File: src/rtl/cdru_pkg.sv
// Shared definitions for the banked-memory read arbiter: address geometry defaults,
// priority-mode constants and the bank-field extraction helper.
package cdru_pkg;

    localparam int DEF_BANKBITS = 5;
    localparam int DEF_WORDBITS = 10;
    localparam int A            = DEF_BANKBITS + DEF_WORDBITS;

    localparam int PRIO_FIXED   = 0;
    localparam int PRIO_RR      = 1;

    // Bank select is the field directly above the word-in-bank offset.
    function automatic logic [31:0] bank_field(input logic [31:0] addr,
                                               input int          wordbits,
                                               input int          bankbits);
        logic [31:0] mask;
        mask = (32'd1 << bankbits) - 32'd1;
        return (addr >> wordbits) & mask;
    endfunction

endpackage

File: src/rtl/cdru_prio_pick.sv
// Combinational priority walk: starved channels first, then the rest, each group in
// fixed or rotating index order; a channel wins if its bank is still unclaimed.
module cdru_prio_pick
    import cdru_pkg::*;
#(
    parameter int NCHAN     = 3,
    parameter int BANKBITS  = 5,
    parameter int PRIO_MODE = 1,
    parameter int PW        = (NCHAN > 1) ? $clog2(NCHAN) : 1
) (
    input  logic [NCHAN-1:0]          en_i,
    input  logic [NCHAN*BANKBITS-1:0] bank_i,
    input  logic [NCHAN-1:0]          starved_i,
    input  logic [PW-1:0]             rr_ptr_i,
    output logic [NCHAN-1:0]          grant_o,
    output logic                      first_vld_o,
    output logic [PW-1:0]             first_idx_o
);

    // Only granted channels claim a bank, so a denied channel never blocks a later one.
    always_comb begin
        int   idx;
        logic conflict;
        logic take;
        grant_o     = '0;
        first_vld_o = 1'b0;
        first_idx_o = '0;
        idx         = 0;
        conflict    = 1'b0;
        take        = 1'b0;
        for (int pass = 0; pass < 2; pass++) begin
            for (int k = 0; k < NCHAN; k++) begin
                idx      = (PRIO_MODE == PRIO_RR) ? ((int'(rr_ptr_i) + k) % NCHAN) : k;
                conflict = 1'b0;
                for (int j = 0; j < NCHAN; j++) begin
                    conflict = conflict | (grant_o[j] &&
                               (bank_i[j*BANKBITS +: BANKBITS] == bank_i[idx*BANKBITS +: BANKBITS]));
                end
                take         = en_i[idx] && (starved_i[idx] == (pass == 0)) && !conflict;
                grant_o[idx] = grant_o[idx] | take;
                first_idx_o  = (take && !first_vld_o) ? PW'(idx) : first_idx_o;
                first_vld_o  = first_vld_o | take;
            end
        end
    end

endmodule

File: src/rtl/cdru_arb.sv
// NCHAN-requester arbiter for a banked memory: one grant per bank per cycle, with
// starvation promotion, optional round-robin rotation and a registered read-issue stage.
module cdru_arb
    import cdru_pkg::*;
#(
    parameter int NCHAN     = 3,
    parameter int BANKBITS  = 5,
    parameter int WORDBITS  = 10,
    parameter int PRIO_MODE = 1,
    parameter int MAXWAIT   = 4,
    parameter int CNTW      = 3
) (
    input  logic                                  clk,
    input  logic                                  rst,
    input  logic [NCHAN-1:0]                      req_en,
    input  logic [NCHAN*(BANKBITS+WORDBITS)-1:0]  req_addr,
    output logic [NCHAN-1:0]                      req_grnt,
    output logic [NCHAN-1:0]                      rd_vld,
    output logic [NCHAN*(BANKBITS+WORDBITS)-1:0]  rd_addr,
    output logic                                  o_en,
    output logic [NCHAN-1:0]                      stall
);

    localparam int             AW       = BANKBITS + WORDBITS;
    localparam int             PW       = (NCHAN > 1) ? $clog2(NCHAN) : 1;
    localparam logic [CNTW-1:0] WAIT_MAX = CNTW'(MAXWAIT);

    logic [NCHAN*BANKBITS-1:0] bank_s;
    logic [NCHAN-1:0]          starved_s;
    logic [NCHAN-1:0]          grant_s;
    logic [NCHAN-1:0]          denied_s;
    logic                      first_vld_s;
    logic [PW-1:0]             first_idx_s;

    logic [CNTW-1:0]    wait_q [NCHAN];
    logic [CNTW-1:0]    wait_d [NCHAN];
    logic [PW-1:0]      rr_ptr_q, rr_ptr_d;
    logic [NCHAN-1:0]   rd_vld_q, stall_q;
    logic [NCHAN*AW-1:0] rd_addr_q, rd_addr_d;
    logic               o_en_q;

    // Bank decode and starvation flags per channel.
    always_comb begin
        bank_s    = '0;
        starved_s = '0;
        for (int i = 0; i < NCHAN; i++) begin
            bank_s[i*BANKBITS +: BANKBITS] =
                BANKBITS'(bank_field(32'(req_addr[i*AW +: AW]), WORDBITS, BANKBITS));
            starved_s[i] = (MAXWAIT > 0) && (wait_q[i] == WAIT_MAX);
        end
    end

    cdru_prio_pick #(
        .NCHAN     (NCHAN),
        .BANKBITS  (BANKBITS),
        .PRIO_MODE (PRIO_MODE),
        .PW        (PW)
    ) u_pick (
        .en_i        (req_en),
        .bank_i      (bank_s),
        .starved_i   (starved_s),
        .rr_ptr_i    (rr_ptr_q),
        .grant_o     (grant_s),
        .first_vld_o (first_vld_s),
        .first_idx_o (first_idx_s)
    );

    assign denied_s = req_en & ~grant_s;

    // Next state for wait counters, rotation pointer and the captured addresses.
    always_comb begin
        rd_addr_d = rd_addr_q;
        rr_ptr_d  = rr_ptr_q;
        for (int i = 0; i < NCHAN; i++) begin
            if (!req_en[i] || grant_s[i]) begin
                wait_d[i] = '0;
            end else if (wait_q[i] != WAIT_MAX) begin
                wait_d[i] = wait_q[i] + CNTW'(1);
            end else begin
                wait_d[i] = wait_q[i];
            end
            if (grant_s[i]) begin
                rd_addr_d[i*AW +: AW] = req_addr[i*AW +: AW];
            end else begin
                rd_addr_d[i*AW +: AW] = rd_addr_q[i*AW +: AW];
            end
        end
        // Rotate past the winner only when somebody lost, so idle cycles keep fairness state.
        if ((PRIO_MODE == PRIO_RR) && (|denied_s) && first_vld_s) begin
            rr_ptr_d = (first_idx_s == PW'(NCHAN - 1)) ? '0 : first_idx_s + PW'(1);
        end else begin
            rr_ptr_d = rr_ptr_q;
        end
    end

    // State and read-issue register stage.
    always_ff @(posedge clk or posedge rst) begin
        if (rst) begin
            for (int i = 0; i < NCHAN; i++) begin
                wait_q[i] <= '0;
            end
            rr_ptr_q  <= '0;
            rd_vld_q  <= '0;
            rd_addr_q <= '0;
            o_en_q    <= 1'b0;
            stall_q   <= '0;
        end else begin
            for (int i = 0; i < NCHAN; i++) begin
                wait_q[i] <= wait_d[i];
            end
            rr_ptr_q  <= rr_ptr_d;
            rd_vld_q  <= grant_s;
            rd_addr_q <= rd_addr_d;
            o_en_q    <= |grant_s;
            stall_q   <= denied_s;
        end
    end

    assign req_grnt = grant_s;
    assign rd_vld   = rd_vld_q;
    assign rd_addr  = rd_addr_q;
    assign o_en     = o_en_q;
    assign stall    = stall_q;

endmodule

File: config.mk
export PLATFORM = sky130hd
export DESIGN_NAME = cdru_arb
export DESIGN_NICKNAME = d
export VERILOG_FILES = /design/src/rtl/cdru_pkg.sv /design/src/rtl/cdru_prio_pick.sv /design/src/rtl/cdru_arb.sv
export SDC_FILE = /design/constraint.sdc
export NUM_CORES = 1
export LEC_CHECK = 0
export ABC_CLOCK_PERIOD_IN_PS = 16700
export BUFFER_PORTS_ARGS = -buffer_cell sky130_fd_sc_hd__buf_2
export CAP_MARGIN = 20
export CORE_UTILIZATION = 54
export CTS_CLUSTER_DIAMETER = 30
export CTS_CLUSTER_SIZE = 10
export DETAILED_ROUTE_END_ITERATION = 10
export GPL_ROUTABILITY_DRIVEN = 0
export PLACE_DENSITY = 0.81
export SETUP_SLACK_MARGIN = 0.15
export SLEW_MARGIN = 20
export SYNTH_ARGS = -nofsm -noshare
export SYNTH_HDL_FRONTEND = slang
export SYNTH_HIERARCHICAL = 1
export SYNTH_SLANG_ARGS = --single-unit
File: constraint.sdc
create_clock -name clk -period 16.7 [get_ports clk]
set_input_delay 3.34 -clock clk [delete_from_list [all_inputs] [get_ports clk]]
set_output_delay 3.34 -clock clk [all_outputs]
set_load 0.02 [all_outputs]
==> out/metrics.yaml, run 1 <==
status:
  status: "finished, final reports clean"
timing:
  hold_viol_final: 0
  rsz0062_at_grt: "no"
  timing.slew.headroom_pct: 47.8
  tightest_slew_ns: 0.783
  period_share_pct: 68.2
  finClkSkew_ns: 0.0117
  max_freq_mhz: 87.8
  fin_ws_ns: 5.32
  slew_viol_final: 0
  setup_violations: 0
  final.setup.tns_ns: 0
  whs_ns: 0.507
  finalCriticalPeriod_ns: 11.38
place:
  hpwl_mm: 10.8
  pre_cts_ws_ns: 5.26
  place_area_mm2: 0.00593
  place.port_buffers: 104
drt:
  drt_iter0_drc: 722
  vias: 5218
  postRouteAntennaNets: 0
  vias_per_cell: 6.39
  drc_errors: 0
  routed_wirelength_mm: 15.1
  drt-pass1-iter-count: 7
  avgRoutedWirePerCell_um: 18.4
floorplanning:
  fp.dieH_um: 102
  die_w_um: 102
  core-area_mm2: 0.00973
  io_pins: 105
  start_util_pct: 55.3
  core.rowCount: 36
  die_area_mm2: 0.0104
grt:
  gr-total-overflow: 0
  grt_usage_pct: 30.3
  antenna_found_initial: 0
  grt_pass1_vias: 5146
  grt_start_max_net_pins: 64
  grt_pass1_wl_mm: 24.6
yosys:
  synth_top_area_share_pct: 29.3
  avgSynthCellArea_um2: 9.00
  seq_area_frac_synth_pct: 29.3
  yosysTopAreaCell: "dfrtp_1"
  synth-warning-count: 6
  synth_area_leaders: "dfrtp_1 (29%), mux2_2 (9.6%), ha_1 (4.0%), a21oi_1 (3.6%), mux2i_1 (3.2%)"
  syn-cell-area_mm2: 0.00538
  ys_seq_elements: 63
  synth_edf_count: 0
  ys_types: 89
  syn_inst: 598
  synth.net_count: 667
  async_flop_share_pct: 100
  synthFlopType: "dfrtp_1"
cts:
  hold_buffers: 0
  htree_levels: 3
  clkLatencyLatePin_ns: 0.35
  post_cts_buffers: 0
  cts_tree: "done"
  post_cts_resized: 0
  clkSinkCount: 63
  numCtsBuffers: 9
  clk_path_buf_depth: 2
  clk_pin_slew_worst_paths_ns: 0.08
  cts_root_buffer: "clkbuf_8"
min_path:
  min_from: "rd_addr[13]$_DFFE_PP0P_"
  min_path_type: "register to register"
  hold_depth: 1
setup_path:
  critPathArrivalTime_ns: 8.04
  critPathKind: "register to output port"
  r2r_cells: 25
  start_kind: "register"
  cp-end-kind: "output port"
  cp_data_required_time_ns: 13.36
  timing.critical_path.from: "rr_ptr_q[1]$_DFFE_PP0P_"
  crit_fanout: 27
  r2r_start: "rr_ptr_q[1]$_DFFE_PP0P_"
cells_and_area:
  final_area_mm2: 0.00612
  diodes: 0
  fin_nets: 748
  layout-drive-gt1-share_pct: 31.9
  area_growth_syn_to_layout_pct: 13.8
pwr:
  power_mw: 1.56
  powerDensity_mw_per_mm2: 255
  p_leak_nw: 2.65
  peakVddDrop_mv: 0.147
job:
  drv_cap: 0
==> synthesized netlist by cell type, drive strengths merged (3+ instances only) <==
master   number
o21a          3
mux2         48
buf          20
nor2b        14
and2          5
ha           17
o221ai        3
o211ai       11
clkbuf       22
o2bb2ai       4
a211oi        4
o2111ai       3
nand2b       19
and4          3
nand4         4
nor2         38
nand2        31
mux2i        17
a31oi        15
xnor2        19
and3         10
inv          35
a22oi         3
o31ai         9
xor2         11
or2           5
dfrtp        63
a221o         3
a21oi        39
a221oi        4
nor4          7
nor3         17
o21ai        25
nand3        25
==> cells in the final DEF (no fill, tap or decap), drive strengths merged, types with 4 or more instances in the layout <==
cell type / count
dfrtp: 63
a31oi: 15
ha: 17
nand3: 25
a221oi: 4
nor2: 38
nor3: 17
o31ai: 9
or2: 5
nor2b: 14
inv: 36
nand2: 31
xnor2: 19
mux2i: 17
xor2: 11
nand2b: 19
o211ai: 11
a211oi: 4
o21ai: 25
and2: 5
mux2: 48
a21oi: 39
o2bb2ai: 4
buf: 112
nand4: 4
and3: 10
clkbuf: 10
nor4: 7
==> routing by layer <==
| layer | GRT usage [%] | wire length (µm) | part of all wire, % |
|---|---|---|---|
| met2 | 48.2 | 6900 | 46 |
| met4 | 14.4 | 570 | 3.8 |
| met5 | 0 | 0 | 0 |
| met3 | 7.32 | 1600 | 11 |
| met1 | 39.0 | 6000 | 40 |
==> state kept, by name, indices dropped and copies added (netlist names) <==
name      flops
rd_addr      45
wait_q        9
rd_vld        3
stall         3
rr_ptr_q      2
o_en          1
==> per-stage QoR <==
stage,cells,utilization (%)
after floorplan,598,-
after global placement,800,60.9
after detailed placement,800,60.9
after CTS,816,62.8
after global routing,817,62.9
final,817,62.9
==> power by group <==
part	internal [mW]	total, mW	switching [mW]
Sequential	0.232	0.273	0.0411
Combinational	0.466	1.17	0.704
Clock	0.0583	0.121	0.0632
Total	0.756	1.56	0.808
==> worst max-delay path: stages, from the launching register on <==
cell and delay, ns:
dfrtp_1 0.54, inv_1 0.18, ha_1 0.57, buf_4 0.33, inv_1 0.17, buf_4 0.34, o211ai_1 0.17, fa_1 0.50
xnor2_4 0.25, xor2_1 0.47, o2111ai_1 0.34, and3_1 0.27, nor4_1 0.45, nand4_1 0.43, o221ai_2 0.50, a2111oi_1 0.20
or2_1 0.32, a31oi_2 0.26, o21ai_2 0.13, o21bai_1 0.31, o21ai_2 0.13, a22oi_2 0.52, buf_2 0.28
==> worst paths after layout <==
| check | slack, ns | to |
|---|---|---|
| setup / recovery | 5.32 | req_grnt[0] |
| hold / removal | 0.51 | rd_addr[13]$_DFFE_PP0P_ |
| setup reg to reg | 8.20 | rr_ptr_q[1]$_DFFE_PP0P_ |
| hold reg to reg | 0.51 | rd_addr[13]$_DFFE_PP0P_ |
| max in group asynchronous | 12.97 | stall[1]$_DFF_PP0_ |
| min in group asynchronous | 3.21 | rd_addr[32]$_DFFE_PP0P_ |
==> cell type report <==
cell class,count,area [µm²]
repair buffers,112,584
inverters,36,138
clock buffers,10,138
fillers,818,3610
multi-input cells,457,3480
well taps,133,166
flip-flops and latches,63,1580
clock inverters,6,45.0
==> logic make-up after synthesis <==
family / share of synthesized area (%)
AOI/OAI and AO/OA: 21.1
xor gates and xnor gates: 6.00
adders and majority gates: 4.70
buffers and inverters: 6.21
DFF: 29.3
muxes: 13.2
and+or+nand+nor: 19.5
No activity file was read; power rests on OpenSTA's default activity.
==> run 2, diff against run 1 <==
Settings changed: ABC_CLOCK_PERIOD_IN_PS 16700 to 10200, CORE_UTILIZATION 54 to 51.
Clock period 16.7 ns to 10.2 ns, I/O delays scaled along.
==> run 2 against run 1 <==
Compared with the run above: sequential share of layout area down 0.094 points; routed wire length shrank 2.3%; setup slack lost 4.3 ns; clock skew fell by 0.0048 ns; core utilization fell by 3.1 points; largest cell class unchanged; highest routed layer unchanged.
==> out/metrics.yaml, run 2 (synthesized netlist as in run 1, its figures left out) <==
setup_path:
  timing.critical_path.from: "rr_ptr_q[1]$_DFFE_PP0P_"
  cp_data_required_time_ns: 8.16
  path_cells: "inv_1, ha_1, inv_1, o211ai_1, fa_1, xnor2_4, xor2_1, o211ai_1, nand3_1, or4b_1, or3_1, o221ai_2, a2111oi_1, or2_1, a31oi_2, o21ai_2, o21bai_1, o21ai_2, a22oi_1, buf_4, buf_2"
  start_kind: "register"
  path_buf_inv: 4
  crit_cells: 21
  crit_family: "compound AO/OA/AOI/OAI gates"
  critPathSlowestCell: "xor2_1"
  critical_path.max_stage_delay_ns: 0.53
  crit_fanout: 19
  critPathKind: "register to output port"
  cp-end-kind: "output port"
  rr_endpoint: "rr_ptr_q[1]$_DFFE_PP0P_"
  r2r_cells: 24
  reg2reg_slack_ns: 2.59
  r2r_start: "rr_ptr_q[1]$_DFFE_PP0P_"
  setup.worst_path.end: "req_grnt[2]"
  critPathArrivalTime_ns: 7.17
place:
  hpwl_mm: 10.4
  place.port_buffers: 104
  pre_cts_ws_ns: 1.53
  dp.cells: 804
floorplanning:
  start_util_pct: 52.4
  core-area_mm2: 0.0103
  core.rowCount: 37
  io_pins: 105
  fp.dieH_um: 105
  die_w_um: 105
  die_area_mm2: 0.0110
cts:
  numCtsBuffers: 9
  post_cts_resized: 0
  cts_root_buffer: "clkbuf_8"
  clk_pin_slew_worst_paths_ns: 0.07
  htree_levels: 3
  clkLatencyLatePin_ns: 0.34
  cts_tree: "done"
  clk_path_buf_depth: 2
  clkSinkCount: 63
  hold_buffers: 0
  post_cts_buffers: 0
drt:
  routed_wirelength_mm: 14.7
  vias_per_cell: 6.36
  drt-pass1-iter-count: 6
  avgRoutedWirePerCell_um: 18.0
  vias: 5213
  postRouteAntennaNets: 0
  drc_errors: 0
  drt_iter0_drc: 436
pwr:
  power_mw: 2.56
  peakVddDrop_mv: 0.246
  powerDensity_mw_per_mm2: 417
  p_leak_nw: 2.67
timing:
  rsz0062_at_grt: "no"
  slew_viol_final: 0
  final.setup.tns_ns: 0
  period_share_pct: 90.3
  fin_ws_ns: 0.986
  finalCriticalPeriod_ns: 9.21
  max_freq_mhz: 109
  hold_viol_final: 0
  setup_violations: 0
  timing.slew.headroom_pct: 48.0
  finClkSkew_ns: 0.00686
  tightest_slew_ns: 0.781
grt:
  grt_pass1_wl_mm: 24.5
  antenna_found_initial: 0
  gr-total-overflow: 0
  grt_start_max_net_pins: 64
  grt_pass1_vias: 5106
  grt_usage_pct: 27.4
cells_and_area:
  largest_reg_flops: 45
  utilization_pct: 59.8
  area_growth_syn_to_layout_pct: 14.2
  final_common_cell: "buf_2"
  fill_cells: 895
  mostFrequentLayoutCells: "buf_2 (104), dfrtp_1 (63), mux2_2 (46), a21oi_1 (39), nor2_1 (38)"
  layoutNonFillerInstCount: 820
  fin_nets: 748
  diodes: 0
  layout-drive-gt1-share_pct: 31.4
job:
  drv_cap: 0
min_path:
  min_from: "rd_addr[24]$_DFFE_PP0P_"
  hold_depth: 1
  min_path_type: "register to register"
status:
  status: "finished, final reports clean"
## run 2: per-stage QoR
step                      hold WS [ns]  instance area, µm²
after floorplan                  0.465                5380
after global placement           0.485                5940
after detailed placement         0.490                5940
after CTS                        0.504                6150
after global routing             0.516                6150
final                            0.502                6150
## run 2: area by class of cell
type | instances | area (µm²) | area share, %
Inverter | 36 | 138 | 2.24
Multi-Input combinational cell | 457 | 3480 | 56.6
Tap cell | 136 | 170 | 2.77
Clock buffer | 12 | 135 | 2.20
Sequential cell | 63 | 1580 | 25.7
Timing Repair Buffer | 112 | 581 | 9.45
Clock inverter | 4 | 70.1 | 1.14
## run 2: power breakdown
part           switching (mW)  internal [mW]
clock network          0.0929          0.137
logic                    1.13          0.759
registers              0.0629          0.380
## run 2: metal layers
metal / GRT usage, % / routed length [µm]
met4: 14.1 / 547
met3: 5.18 / 1450
met2: 44.5 / 6900
met5: 0 / 0
met1: 34.7 / 5820
## run 2: worst min path at each step
stage	slack, ns	endpoint
floorplan	0.46	wait_q[2]$_DFFE_PP0P_
global placement	0.48	wait_q[2]$_DFFE_PP0P_
detailed placement	0.49	rd_addr[24]$_DFFE_PP0P_
CTS	0.50	rd_addr[24]$_DFFE_PP0P_
global route	0.52	wait_q[2]$_DFFE_PP0P_
finish	0.50	rd_addr[24]$_DFFE_PP0P_
==> run 3, diff against run 2 <==
Settings changed: ABC_AREA set to 0, CORE_UTILIZATION 51 to 52, SYNTH_HIERARCHICAL 1 to unset.
==> run 3 against run 2 <==
Compared with the run above: first-iteration DRC count is 19% higher; clock-buffer cell count decreased by 3; critical path depth stayed put; routed wire length rose by 8.8%; non-clock buffer count decreased by 2; critical endpoint is now req_grnt[1]; maximum frequency increased by 3.5%; core utilization grew 1.5 points; worst hold slack got worse by 0.012 ns; setup slack improved by 0.31 ns; area after synthesis up 5.9%; cell count grew 2.1%.
==> out/metrics.yaml, run 3 <==
status:
  status: "finished, final reports clean"
drt:
  drt_iter0_drc: 521
  vias_per_cell: 6.46
  vias: 5406
  drc_errors: 0
  routed_wirelength_mm: 16.0
  postRouteAntennaNets: 0
  avgRoutedWirePerCell_um: 19.1
  drt-pass1-iter-count: 6
grt:
  grt_pass1_vias: 5356
  grt_usage_pct: 28.1
  gr-total-overflow: 0
  grt_start_max_net_pins: 64
  antenna_found_initial: 0
  grt_pass1_wl_mm: 25.7
cells_and_area:
  final_common_cell: "buf_2"
  fill_cells: 874
  mostFrequentLayoutCells: "buf_2 (104), dfrtp_1 (63), nand2_1 (46), nor2_1 (39), mux2_2 (34)"
  diodes: 0
  fin_nets: 763
  area_growth_syn_to_layout_pct: 12.5
  layout-drive-gt1-share_pct: 29.0
  largest_reg_flops: 45
cts:
  post_cts_buffers: 0
  cts_tree: "done"
  clk_path_buf_depth: 2
  post_cts_resized: 0
  clk_pin_slew_worst_paths_ns: 0.07
  clkLatencyLatePin_ns: 0.34
  clkSinkCount: 63
  numCtsBuffers: 9
  cts_root_buffer: "clkbuf_8"
  hold_buffers: 0
  htree_levels: 3
setup_path:
  cp-end-kind: "output port"
  critPathArrivalTime_ns: 6.86
  start_kind: "register"
  cp_data_required_time_ns: 8.16
  crit_fanout: 18
  critPathKind: "register to output port"
timing:
  finClkSkew_ns: 0.00630
  setup_violations: 0
  final.setup.tns_ns: 0
  max_freq_mhz: 112
  finalCriticalPeriod_ns: 8.90
  rsz0062_at_grt: "no"
  slew_viol_final: 0
  timing.slew.headroom_pct: 48.0
  tightest_slew_ns: 0.780
  hold_viol_final: 0
  period_share_pct: 87.3
floorplanning:
  io_pins: 105
  core-area_mm2: 0.0105
  die_w_um: 107
  fp.dieH_um: 107
  core.rowCount: 37
  die_area_mm2: 0.0114
  start_util_pct: 54.5
yosys:
  synth-warning-count: 0
  async_flop_share_pct: 100
  yosysMostFrequentCell: "dfrtp_1"
  synth_top_area_share_pct: 27.7
  syn-cell-area_mm2: 0.00570
  synthTopCellsByCount: "dfrtp_1 (63), nand2_1 (46), nor2_1 (39)"
  ys_types: 87
  ys_seq_elements: 63
  syn_inst: 623
  synth_area_leaders: "dfrtp_1 (28%), mux2_2 (6.7%), xnor2_1 (3.7%), ha_1 (3.3%), nand2_1 (3.0%)"
  synth.net_count: 690
  avgSynthCellArea_um2: 9.15
  synth_edf_count: 0
  seq_area_frac_synth_pct: 27.7
  yosysTopAreaCell: "dfrtp_1"
  synthFlopType: "dfrtp_1"
place:
  hpwl_mm: 11.7
  place.port_buffers: 104
job:
  drv_cap: 0
min_path:
  min_path_type: "register to register"
run 3: changes by cell type after synthesis, sizes merged, moves of 7 or more:
cell,before,now
a21oi,39,20
o22ai,2,14
o21ai,25,18
nand2,31,46
o211ai,11,3
nand2b,19,11
run 3: path summary, 6_finish.rpt:
path	from	end	slack (ns)	cells past startpoint
worst max-delay path	rr_ptr_q[1]$_DFFE_PP0P_	req_grnt[1]	1.30	21
worst min register to register	rd_addr[20]$_DFFE_PP0P_	rd_addr[20]$_DFFE_PP0P_	0.49	1
max in group asynchronous	rst	rd_addr[6]$_DFFE_PP0P_	7.77	3
worst max register to register	rr_ptr_q[1]$_DFFE_PP0P_	rd_addr[29]$_DFFE_PP0P_	3.44	21
worst min-delay path	rd_addr[20]$_DFFE_PP0P_	rd_addr[20]$_DFFE_PP0P_	0.49	1
min in group asynchronous	rst	wait_q[0]$_DFFE_PP0P_	1.91	3
run 3: area by class of cell:
| type | count | area [µm²] | share of cell area (%) |
|---|---|---|---|
| Inverter | 32 | 120 | 1.87 |
| Multi-Input combinational cell | 480 | 3760 | 58.6 |
| Clock inverter | 7 | 96.3 | 1.50 |
| Clock buffer | 9 | 124 | 1.93 |
| Timing Repair Buffer | 110 | 566 | 8.82 |
| Tap cell | 136 | 170 | 2.65 |
| Sequential cell | 63 | 1580 | 24.6 |
run 3: kinds of logic after synthesis:
family / Yosys count / share of synthesized area [%]
buffers and inverters: 80 / 6.35
flip-flops: 63 / 27.7
AO/OA/AOI/OAI: 165 / 24.5
multiplexers: 67 / 13.5
adder cells (fa/ha/maj): 17 / 4.00
AND/OR/NAND/NOR: 201 / 19.0
XOR/XNOR: 30 / 5.01
run 3: worst max-delay path, stage by stage (launching register included):
cell and delay (ns):
dfrtp_1 0.50, inv_1 0.13, ha_1 0.36, nor2b_1 0.50, and2_1 0.22, ha_1 0.13
inv_1 0.05, fa_1 0.46, xor2_2 0.30, o31a_1 0.49, o221ai_1 0.19, a32o_1 0.23
nor4_1 0.42, and2_1 0.32, o2bb2ai_1 0.22, a21oi_1 0.21, a221oi_1 0.37, o22ai_2 0.23
nor2_1 0.24, inv_1 0.12, o221ai_4 0.51, buf_2 0.28
run 3: metrics by stage:
| step | hold slack, ns | worst slack [ns] | instance area, µm² | instances | util [%] |
|---|---|---|---|---|---|
| after floorplan | 0.530 | 2.27 | 5700 | 623 | - |
| after detailed placement | 0.474 | 1.76 | 6190 | 821 | 59.2 |
| after CTS | 0.491 | 1.37 | 6410 | 837 | 61.3 |
| after global placement | 0.465 | 1.97 | 6190 | 821 | 59.2 |
| final | 0.489 | 1.30 | 6410 | 837 | 61.3 |
| after global routing | 0.516 | 0.859 | 6410 | 837 | 61.3 |
run 3: metal layers:
layer | GRT usage [%] | routed length [µm]
met5 | 0 | 0
met4 | 11.1 | 464
met3 | 6.08 | 1370
met2 | 48.3 | 7920
met1 | 34.1 | 6270
Power of run 3 is not shown: default switching activity piles up to over one toggle a cycle in this logic, so the estimate is an artifact.
